==> src/rtl/qam_symbol_mapper_if.sv <==
// Sample bus between the bit-grouping stage and the subcarrier loader:
// bit group and modulation code in, signed I/Q subcarrier value out.
interface qam_symbol_mapper_if #(
    parameter int maxBitOrder = 6,
    parameter int fft_depth   = 12
);
    logic                        ival;
    logic [maxBitOrder-1:0]      bits;
    logic [2:0]                  index_M;
    logic signed [fft_depth-1:0] sub_i;
    logic signed [fft_depth-1:0] sub_q;
    logic                        oval;
    logic [2:0]                  oindex_M;

    modport master (
        output ival, bits, index_M,
        input  sub_i, sub_q, oval, oindex_M
    );

    modport slave (
        input  ival, bits, index_M,
        output sub_i, sub_q, oval, oindex_M
    );
endinterface

==> src/rtl/qam_symbol_mapper.sv <==
// Registered Gray-coded BPSK/QPSK/QAM-16/QAM-64 mapper: one bit group per
// cycle becomes one signed I/Q pair one clock later.
module qam_symbol_mapper #(
    parameter int maxBitOrder = 6,
    parameter int fft_depth   = 12,
    parameter int A_QPSK      = 1024,
    parameter int A16_1       = 512,
    parameter int A16_3       = 1536,
    parameter int A64_1       = 256,
    parameter int A64_3       = 768,
    parameter int A64_5       = 1280,
    parameter int A64_7       = 1792
) (
    input logic                 clk,
    input logic                 rst,
    qam_symbol_mapper_if.slave  bus
);
    typedef logic [fft_depth-1:0] level_t;

    localparam level_t ZERO_C = {fft_depth{1'b0}};
    localparam level_t ONE_C  = {{(fft_depth-1){1'b0}}, 1'b1};
    localparam level_t L_QPSK = level_t'(A_QPSK);
    localparam level_t L16_1  = level_t'(A16_1);
    localparam level_t L16_3  = level_t'(A16_3);
    localparam level_t L64_1  = level_t'(A64_1);
    localparam level_t L64_3  = level_t'(A64_3);
    localparam level_t L64_5  = level_t'(A64_5);
    localparam level_t L64_7  = level_t'(A64_7);

    // The top bit of every Gray group is the sign: 1 keeps +L, 0 gives -L.
    function automatic level_t apply_sign(input logic pos, input level_t lvl);
        level_t r;
        if (pos) begin
            r = lvl;
        end else begin
            r = ~lvl + ONE_C;
        end
        return r;
    endfunction

    function automatic level_t map16(input logic [1:0] b);
        level_t r;
        case (b)
            2'b00:   r = apply_sign(1'b0, L16_3);
            2'b01:   r = apply_sign(1'b0, L16_1);
            2'b11:   r = apply_sign(1'b1, L16_1);
            2'b10:   r = apply_sign(1'b1, L16_3);
            default: r = ZERO_C;
        endcase
        return r;
    endfunction

    // Magnitude depends only on the low two bits, identically for both signs.
    function automatic level_t map64(input logic [2:0] b);
        level_t r;
        case (b[1:0])
            2'b00:   r = apply_sign(b[2], L64_7);
            2'b01:   r = apply_sign(b[2], L64_5);
            2'b11:   r = apply_sign(b[2], L64_3);
            2'b10:   r = apply_sign(b[2], L64_1);
            default: r = ZERO_C;
        endcase
        return r;
    endfunction

    level_t     sub_i_d, sub_i_q;
    level_t     sub_q_d, sub_q_q;
    logic       oval_d, oval_q;
    logic [2:0] oindex_M_d, oindex_M_q;

    // Next-state mapping; the code register only updates on valid samples.
    always_comb begin
        sub_i_d    = ZERO_C;
        sub_q_d    = ZERO_C;
        oval_d     = 1'b0;
        oindex_M_d = oindex_M_q;
        if (bus.ival) begin
            oval_d     = 1'b1;
            oindex_M_d = bus.index_M;
            case (bus.index_M)
                3'd1: begin
                    sub_i_d = apply_sign(bus.bits[0], L_QPSK);
                    sub_q_d = apply_sign(bus.bits[0], L_QPSK);
                end
                3'd2: begin
                    sub_i_d = apply_sign(bus.bits[1], L_QPSK);
                    sub_q_d = apply_sign(bus.bits[0], L_QPSK);
                end
                3'd4: begin
                    sub_i_d = map16(bus.bits[3:2]);
                    sub_q_d = map16(bus.bits[1:0]);
                end
                3'd6: begin
                    sub_i_d = map64(bus.bits[5:3]);
                    sub_q_d = map64(bus.bits[2:0]);
                end
                default: begin
                    sub_i_d = ZERO_C;
                    sub_q_d = ZERO_C;
                end
            endcase
        end else begin
            sub_i_d = ZERO_C;
            sub_q_d = ZERO_C;
            oval_d  = 1'b0;
        end
    end

    // Output registers with asynchronous active-low clear.
    always_ff @(posedge clk or negedge rst) begin
        if (!rst) begin
            sub_i_q    <= ZERO_C;
            sub_q_q    <= ZERO_C;
            oval_q     <= 1'b0;
            oindex_M_q <= 3'd0;
        end else begin
            sub_i_q    <= sub_i_d;
            sub_q_q    <= sub_q_d;
            oval_q     <= oval_d;
            oindex_M_q <= oindex_M_d;
        end
    end

    assign bus.sub_i    = sub_i_q;
    assign bus.sub_q    = sub_q_q;
    assign bus.oval     = oval_q;
    assign bus.oindex_M = oindex_M_q;
endmodule

==> src/flat_wrapper.sv <==
// flat-port wrapper written by rule: the top's interface ports become plain ports
module qam_symbol_mapper_flat 
#(
    parameter int maxBitOrder = 6,
    parameter int fft_depth   = 12,
    parameter int A_QPSK      = 1024,
    parameter int A16_1       = 512,
    parameter int A16_3       = 1536,
    parameter int A64_1       = 256,
    parameter int A64_3       = 768,
    parameter int A64_5       = 1280,
    parameter int A64_7       = 1792
)
  (clk, rst, bus_ival, bus_bits, bus_index_M, bus_sub_i, bus_sub_q, bus_oval, bus_oindex_M);
  qam_symbol_mapper_if #(.maxBitOrder(maxBitOrder), .fft_depth(fft_depth)) bus_i ();
  input logic clk;
  input logic rst;
  input wire logic [$bits(bus_i.ival)-1:0] bus_ival;
  input wire logic [$bits(bus_i.bits)-1:0] bus_bits;
  input wire logic [$bits(bus_i.index_M)-1:0] bus_index_M;
  output wire logic [$bits(bus_i.sub_i)-1:0] bus_sub_i;
  output wire logic [$bits(bus_i.sub_q)-1:0] bus_sub_q;
  output wire logic [$bits(bus_i.oval)-1:0] bus_oval;
  output wire logic [$bits(bus_i.oindex_M)-1:0] bus_oindex_M;
  assign bus_i.ival = bus_ival;
  assign bus_i.bits = bus_bits;
  assign bus_i.index_M = bus_index_M;
  assign bus_sub_i = bus_i.sub_i;
  assign bus_sub_q = bus_i.sub_q;
  assign bus_oval = bus_i.oval;
  assign bus_oindex_M = bus_i.oindex_M;
  qam_symbol_mapper #(.maxBitOrder(maxBitOrder), .fft_depth(fft_depth), .A_QPSK(A_QPSK), .A16_1(A16_1), .A16_3(A16_3), .A64_1(A64_1), .A64_3(A64_3), .A64_5(A64_5), .A64_7(A64_7)) u_core (.clk(clk), .rst(rst), .bus(bus_i));
endmodule
==> config.mk <==
export PLATFORM = sky130hd
export DESIGN_NAME = qam_symbol_mapper_flat
export DESIGN_NICKNAME = d
export VERILOG_FILES = /design/src/rtl/qam_symbol_mapper_if.sv /design/src/rtl/qam_symbol_mapper.sv /design/src/flat_wrapper.sv
export SDC_FILE = /design/constraint.sdc
export NUM_CORES = 1
export LEC_CHECK = 0
export CAP_MARGIN = 20
export CORE_MARGIN = 4
export CORE_UTILIZATION = 41
export CTS_BUF_LIST = sky130_fd_sc_hd__clkbuf_8
export DETAILED_ROUTE_END_ITERATION = 16
export HOLD_SLACK_MARGIN = 0.02
export PLACE_DENSITY = 0.9
export SYNTH_ARGS = -nofsm -noshare
export SYNTH_HDL_FRONTEND = slang
export SYNTH_SLANG_ARGS = --single-unit
==> constraint.sdc <==
create_clock -name clk -period 1 [get_ports clk]
set_clock_uncertainty 0.05 [all_clocks]
set_input_delay 0.25 -clock clk [delete_from_list [all_inputs] [get_ports clk]]
set_output_delay 0.25 -clock clk [all_outputs]
set_load 0.01 [all_outputs]
---- Yosys cells after proc, flatten, opt, wreduce, memory -nomap -nowiden ----
Index checks and enable logic that the tools add are counted.
cells by class
  muxes and demuxes ....................... 19
  eq/ne operators ......................... 13
  reductions and logical operators ........ 4
operator list
  operator            number
  $pmux 12 s4         5
  $mux 12             12
  $pmux 12 s3         1
  $eq 2x2->1 const B  6
  $eq 2x1->1 const B  3
  $eq 3x3->1 const B  2
  $logic_not 2->1     3
  $eq 3x1->1 const B  1
  $eq 3x2->1 const B  1
  $reduce_or 2->1     1
  $mux 1              1
storage, ports and cells
  bits of input ports ..................... 12
  logic and storage cells ................. 40
  output and inout port bits .............. 28
  register bits after elaboration ......... 28

---- Depth between registers and ports, before layout ----
  word-level depth ........................ 4
  depth in mapped cells ................... 5
  gate-level depth less buffers ........... 5

---- Worst setup path after synthesis ----
Ideal clock, no wire load.
  path type ............................... input-to-reg
  start point ............................. input port bus_bits[3]
  end point ............................... register u_core.sub_i_q[11], in the netlist u_core.bus.sub_i[11]
  path slack .............................. -226 ps
  cell stages on the path ................. 4
  data arrival time ....................... 1,050 ps
  library setup time ...................... 126 ps
  buffers on the path ..................... 0
  data required time ...................... 824 ps
  cells stage by stage .................... inv_1 -> ha_1 -> o311a_1 -> o311a_1
on the way
  cells in the longest elaborated chain, start to end .. 4
  elaborated cells between the ends (all ways) .. 12
  classes of those cells .................. eq/ne (6); mux (4); reduce/logical (2)
ends and longest elaborated chain
  what                                RTL line                                          RTL
  start, declared                     flat_wrapper.sv:19                                input wire logic [$bits(bus_i.bits)-1:0] bus_bits;
  $eq 2x2->1 (tied with other cells)  qam_symbol_mapper.sv:56                           case (b[1:0])
  $pmux 12 s4 (on tied branches)      qam_symbol_mapper.sv:56, qam_symbol_mapper.sv:43
  $pmux 12 s4 *                       qam_symbol_mapper.sv:80                           case (bus.index_M)
  $mux 12 *                           qam_symbol_mapper.sv:77                           if (bus.ival) begin
  via u_core.sub_i_d[11]              qam_symbol_mapper.sv:66                           level_t sub_i_d, sub_i_q;
  end signal, assigned                qam_symbol_mapper.sv:117                          sub_i_q <= sub_i_d;
  end, declared                       qam_symbol_mapper.sv:66
The timed path passes the listed nets; every way through them passes the cells marked *. The select of a mux whose other input is x is not followed.
A chain may end at the register's enable or synchronous reset.

---- Worst setup path after layout ----
Ends and elaborated chain as after synthesis.

==> impl_metrics.yaml <==
die:
  chipHeight_um: 52.20
  start_util: 0.4491
  num_io_pins: 40
  dieArea_sq_um: 2724
  core.rowCount: 15
  core_sq_um: 1783
  die_x_um: 52.20
sta:
  finalSetupViolations: 14
  max_freq_ghz: 0.9147
  maxSlewViolCount: 0
  hold_viol: 0
  setup_slack_ns: -0.09323
  fin_crit_sh: 1.093
  hold_slack_ns: 0.2638
  rsz0062_at_grt: "yes"
  period_needed_ns: 1.093
placement:
  io_buffers: 23
  dp_hpwl_um: 1507
  gp_congestion: 0.7774
run:
  max_cap_violations: 0
logic_synthesis:
  syn_area_per_cell_sq_um: 10.01
  netlist_area_sq_um: 800.8
  yosysSeqAreaShare: 0.3438
  synth-seq-cells: 11
  synth_cells: 80
  ys_warn_count: 0
  yosys.cell_types.count: 29
routing:
  drt_iter0_markers: 10
  final_antenna_net_count: 0
  wl_um: 2222
  dr_total_vias: 713
  wl_met2_um: 1156
  drc: 0
  m1WireLength_um: 783
  drt_pass1_iterations: 4
  via_per_inst: 4.785
  wl_met3_um: 159
  wl_per_cell_um: 14.91
  top_layer: "met4"
run_status:
  status: "finished, violations left"
  violations: "negative setup slack"
cells_and_area:
  n_antenna_cell: 0
  layout_common_cells: "20 x buf_4, 16 x conb_1, 11 x dfrtp_1"
  area_delta_synth_final_pct: 66.25
  nNetsFinal: 143
  fillers: 120
  drive_gt1_frac: 0.5806
  final_common_cell: "buf_4"
critical_path:
  startpoint_type: "input pin"
  critical_path_class: "input pin to flop"
  crit_arrival_ns: 1.16
  critPathMaxFanout: 3
  cp_data_required_time_ns: 1.06
  worstSetupEndpointType: "flop"
cts:
  cts_max_level: 1
  root_buffer: "clkbuf_8"
  tritoncts: "built"
  clock_sinks: 11
  insertion_delay_ns: 0.23
  clock_path_buffers: 2
  hold_buffers: 0
  clk_transition_reported_paths_ns: 0.05
  numCtsBuffers: 3
power:
  peakVddDrop_v: 0.0005779
  power_leakage_nw: 0.6439
  p_total_mw: 1.358
  powerDensity_nw_per_um2: 1020
global_route:
  grt_pass1_vias: 745
  track_usage: 0.1714
  grt_max_degree: 12
  antenna_found_initial: 0
  grt-ovfl-total: 0
  grt_pass1_wl_um: 3346
min_path:
  hp-class: "input pin to asynchronous set/reset pin"
==> per-stage QoR <==
stage | cells | util | instance area, sq um | TNS, ns | setup slack (ns)
after global routing | 149 | 0.7467 | 1331 | -0.8916 | -0.1044
final | 149 | 0.7467 | 1331 | -0.5567 | -0.09323
after CTS | 148 | 0.7081 | 1262 | -0.6589 | -0.1185
after detailed placement | 138 | 0.6582 | 1174 | -8.042 | -0.9666
after floorplan | 95 | - | 937.1 | -0.4498 | -0.1947
after global placement | 138 | 0.6582 | 1174 | -7.591 | -0.8784
==> state kept, by name, indices dropped and copies added (netlist names) <==
name	flops
u_core.bus.sub_q	3
u_core.bus.oindex_M	3
u_core.bus.oval	1
u_core.bus.sub_i	4
==> repair_timing <==
action	CTS	global route
setup buffers	5	2
resized for setup	95	22
endpoints found under the hold margin	0	0
pin swaps	8	5
endpoints found under the setup margin	22	16
cloned	1	0
==> logic make-up after synthesis <==
logic type                 Yosys count  synth area share
buffers and inverters               26            0.2250
AOI/OAI and AO/OA                   15            0.1438
and+or+nand+nor                     15            0.1141
DFF                                 11            0.3437
adders and majority gates            6           0.09375
xor gates and xnor gates             3           0.03282
muxes                                3           0.04218
other                                1          0.004683
==> layout make-up <==
class | instances | area, sq um | share of cell area
flip-flops and latches | 11 | 275.3 | 0.2068
well taps | 25 | 31.28 | 0.02350
clock buffers | 3 | 41.29 | 0.03101
repair buffers | 47 | 409.1 | 0.3073
clock inverters | 1 | 5.005 | 0.003759
multi-input cells | 58 | 516.7 | 0.3882
inverters | 4 | 52.55 | 0.03947
==> synthesized netlist by cell type, drive strengths merged <==
cell type	number	area [sq um]
xnor2	3	26.28
and3	1	7.510
buf	22	165.2
o31a	1	8.760
o21bai	1	7.510
conb	1	3.750
mux2	3	33.78
or2b	1	7.510
nand3	1	5.000
o21ai	2	10.01
nand2	3	11.26
dfrtp	11	275.3
ha	6	75.07
a31oi	1	6.260
nor2	1	3.750
o21a	1	7.510
a21oi	3	15.01
inv	4	15.01
and4bb	1	12.51
nor2b	2	12.51
nor4b	1	8.760
o311ai	1	8.760
nor3b	1	7.510
o311a	4	41.29
a211o	1	10.01
nor3	3	15.01
==> worst paths after layout <==
kind / start / endpoint / slack [ns] / depth (start not counted)
worst min register to register: u_core.bus.oindex_M[1]$_DFFE_PN0P_ / u_core.bus.oindex_M[1]$_DFFE_PN0P_ / 0.45 / 1
worst max register to register: u_core.bus.oindex_M[0]$_DFFE_PN0P_ / u_core.bus.oindex_M[0]$_DFFE_PN0P_ / 0.07 / 2
max in group asynchronous: rst / u_core.bus.oindex_M[2]$_DFFE_PN0P_ / 0.49 / 2
min in group clk: bus_index_M[1] / u_core.bus.sub_i[9]$_DFF_PN0_ / 0.30 / 3
worst max-delay path: bus_bits[3] / u_core.bus.sub_i[11]$_DFF_PN0_ / -0.09 / 5
worst min-delay path: rst / u_core.bus.sub_i[9]$_DFF_PN0_ / 0.26 / 2
==> power breakdown <==
part	switching, mW	internal, mW	total (mW)
combinational	0.212	0.228	0.439
clock	0.160	0.273	0.433
sequential	0.0121	0.474	0.486
total	0.384	0.974	1.36
==> critical path, stage by stage <==
cell and delay, ns:
buf_12 0.09, inv_12 0.03, ha_4 0.14, o311a_1 0.34, o311a_1 0.30
==> layer usage <==
metal  GRT usage  vias to the layer above
met1      0.1776                      337
met5           0                        -
met3     0.04274                       12
li1            -                      328
met4     0.09787                        0
met2      0.3096                       36
(Power assumes the default switching activity.)
==> RTL edit (same settings) <==
`fft_depth` is set to 12 in 3 places; all go to 11.
--- a/src/rtl/qam_symbol_mapper_if.sv
+++ b/src/rtl/qam_symbol_mapper_if.sv
@@ -2,7 +2,7 @@
 // bit group and modulation code in, signed I/Q subcarrier value out.
 interface qam_symbol_mapper_if #(
     parameter int maxBitOrder = 6,
-    parameter int fft_depth   = 12
+    parameter int fft_depth   = 11
 );
     logic                        ival;
     logic [maxBitOrder-1:0]      bits;
--- a/src/rtl/qam_symbol_mapper.sv
+++ b/src/rtl/qam_symbol_mapper.sv
@@ -2,7 +2,7 @@
 // cycle becomes one signed I/Q pair one clock later.
 module qam_symbol_mapper #(
     parameter int maxBitOrder = 6,
-    parameter int fft_depth   = 12,
+    parameter int fft_depth   = 11,
     parameter int A_QPSK      = 1024,
     parameter int A16_1       = 512,
     parameter int A16_3       = 1536,
--- a/src/flat_wrapper.sv
+++ b/src/flat_wrapper.sv
@@ -2,7 +2,7 @@
 module qam_symbol_mapper_flat 
 #(
     parameter int maxBitOrder = 6,
-    parameter int fft_depth   = 12,
+    parameter int fft_depth   = 11,
     parameter int A_QPSK      = 1024,
     parameter int A16_1       = 512,
     parameter int A16_3       = 1536,
Interface: changed (resized bus_sub_i and bus_sub_q); port bits go from 40 to 38. The function was not compared with the original's and may differ.
==> RTL edit against the original RTL <==
The run still ends with setup timing left. Cell count down 28%. Register-to-register slack gained 0.13 ns. Sequential cell count is 2 lower. Total power is 24% lower. Non-clock buffer count down 15. Sequential share of layout area up 6.9 points. First-iteration DRC count shrank 60%. Setup slack improved by 0.055 ns. Synthesized area shrank 26%. Routed wire length shrank 45%. Synthesized cell count decreased by 25%. Design area shrank 39%. Largest cell class unchanged.
==> RTL edit: results (changes against the original RTL) <==
** Routing
- Met2 wire length :: 625 um (-46%)
- Routed wire per std cell :: 11.3 um (-24%)
- Routed metal-1 wire length :: 426 um (-46%)
- The count of routing violations after the opening detailed-route iteration was 4 (-6).

** Setup path
- On the critical path, the stage with the largest delay is an instance of sky130_fd_sc_hd__dfrtp_1.
- Setup Crit Path Kind :: reg2out
- The worst reg2reg path depth was 1 (-1).
- The worst register-to-register path ends at u_core.bus.oindex_M[1]$_DFFE_PN0P_.
- The data arrival time of the critical path came to 0.74 ns (-0.42 ns).
- Worst path top cell family by delay :: flip-flops
- The setup slack on the worst flop-to-flop path came to 0.20 ns (+0.13 ns).
- The delay contributed by the slowest stage of the critical path was 0.37 ns (+0.03 ns).

** Timing
- The hold slack is 0.256 ns (-0.00774 ns).
- The slack of the critical path came to -0.0380 ns (+0.0552 ns).
- The count of endpoints failing setup in the final report is 10 (-4).
- The setup TNS was -0.218 ns (+0.338 ns).

** Global route
- The maximum number of pins on one net before global-route repair is 10 (-2).
- The global routing met2 resource utilization came to 23.9% (-7.1 points).

** Status
- Violated checks :: setup timing
- The flow ran to the end, but the final reports show violations.

** Cells and area
- The number of inserted filler cells in the final layout is 113 (-5.8%).
- Share of post-route cells with drive strength above 1 :: 41.9% (-16 points)
- Number of standard cells in the layout, taps in and fillers out :: 108 (-28%)

** Yosys
- Share of Yosys cell area claimed by the top area cell type :: 37.9% (+3.5 points)
- Commonest cells post-synth :: sky130_fd_sc_hd__buf_4, sky130_fd_sc_hd__dfrtp_1, sky130_fd_sc_hd__ha_1, sky130_fd_sc_hd__inv_1, sky130_fd_sc_hd__o21ai_0
- Cell count after synthesis :: 60 (-25%)

** Placement
- The number of instances in the placed design is 103 (-25%).

** Pwr
- Overall power after layout :: 1.03 mW (-24%)
- The share of total power consumed by net switching was 25.9% (-2.4 points).
- The largest vdd supply drop was 0.526 mV (-8.9%).
- The static leakage power is 0.456 nW (-29%).
## RTL edit: area by class of cell
class / count / area [um^2] / area share [%]
Multi-Input combinational cell: 44 / 290 / 35.5
Sequential cell: 9 / 225 / 27.6
Timing Repair Buffer: 32 / 223 / 27.3
Clock buffer: 3 / 41.3 / 5.05
Tap cell: 15 / 18.8 / 2.30
Inverter: 4 / 15.0 / 1.84
Clock inverter: 1 / 3.75 / 0.459
## RTL edit: logic make-up after synthesis
family | Yosys count | synth area share, %
muxes | 2 | 3.79
and+or+nand+nor | 7 | 5.90
xor gates and xnor gates | 4 | 5.90
DFF | 9 | 37.9
adders and majority gates | 4 | 8.42
AOI/OAI and AO/OA | 11 | 11.6
other | 1 | 0.631
buffers and inverters | 22 | 25.9
## RTL edit: timing repair
| item | 4_1_cts | 5_1_grt |
|---|---|---|
| setup buffers | 0 | 1 |
| gates resized for setup | 58 | 15 |
| hold endpoints to repair | 0 | 0 |
| endpoints found under the setup margin | 18 | 15 |
| pin swaps | 4 | 2 |
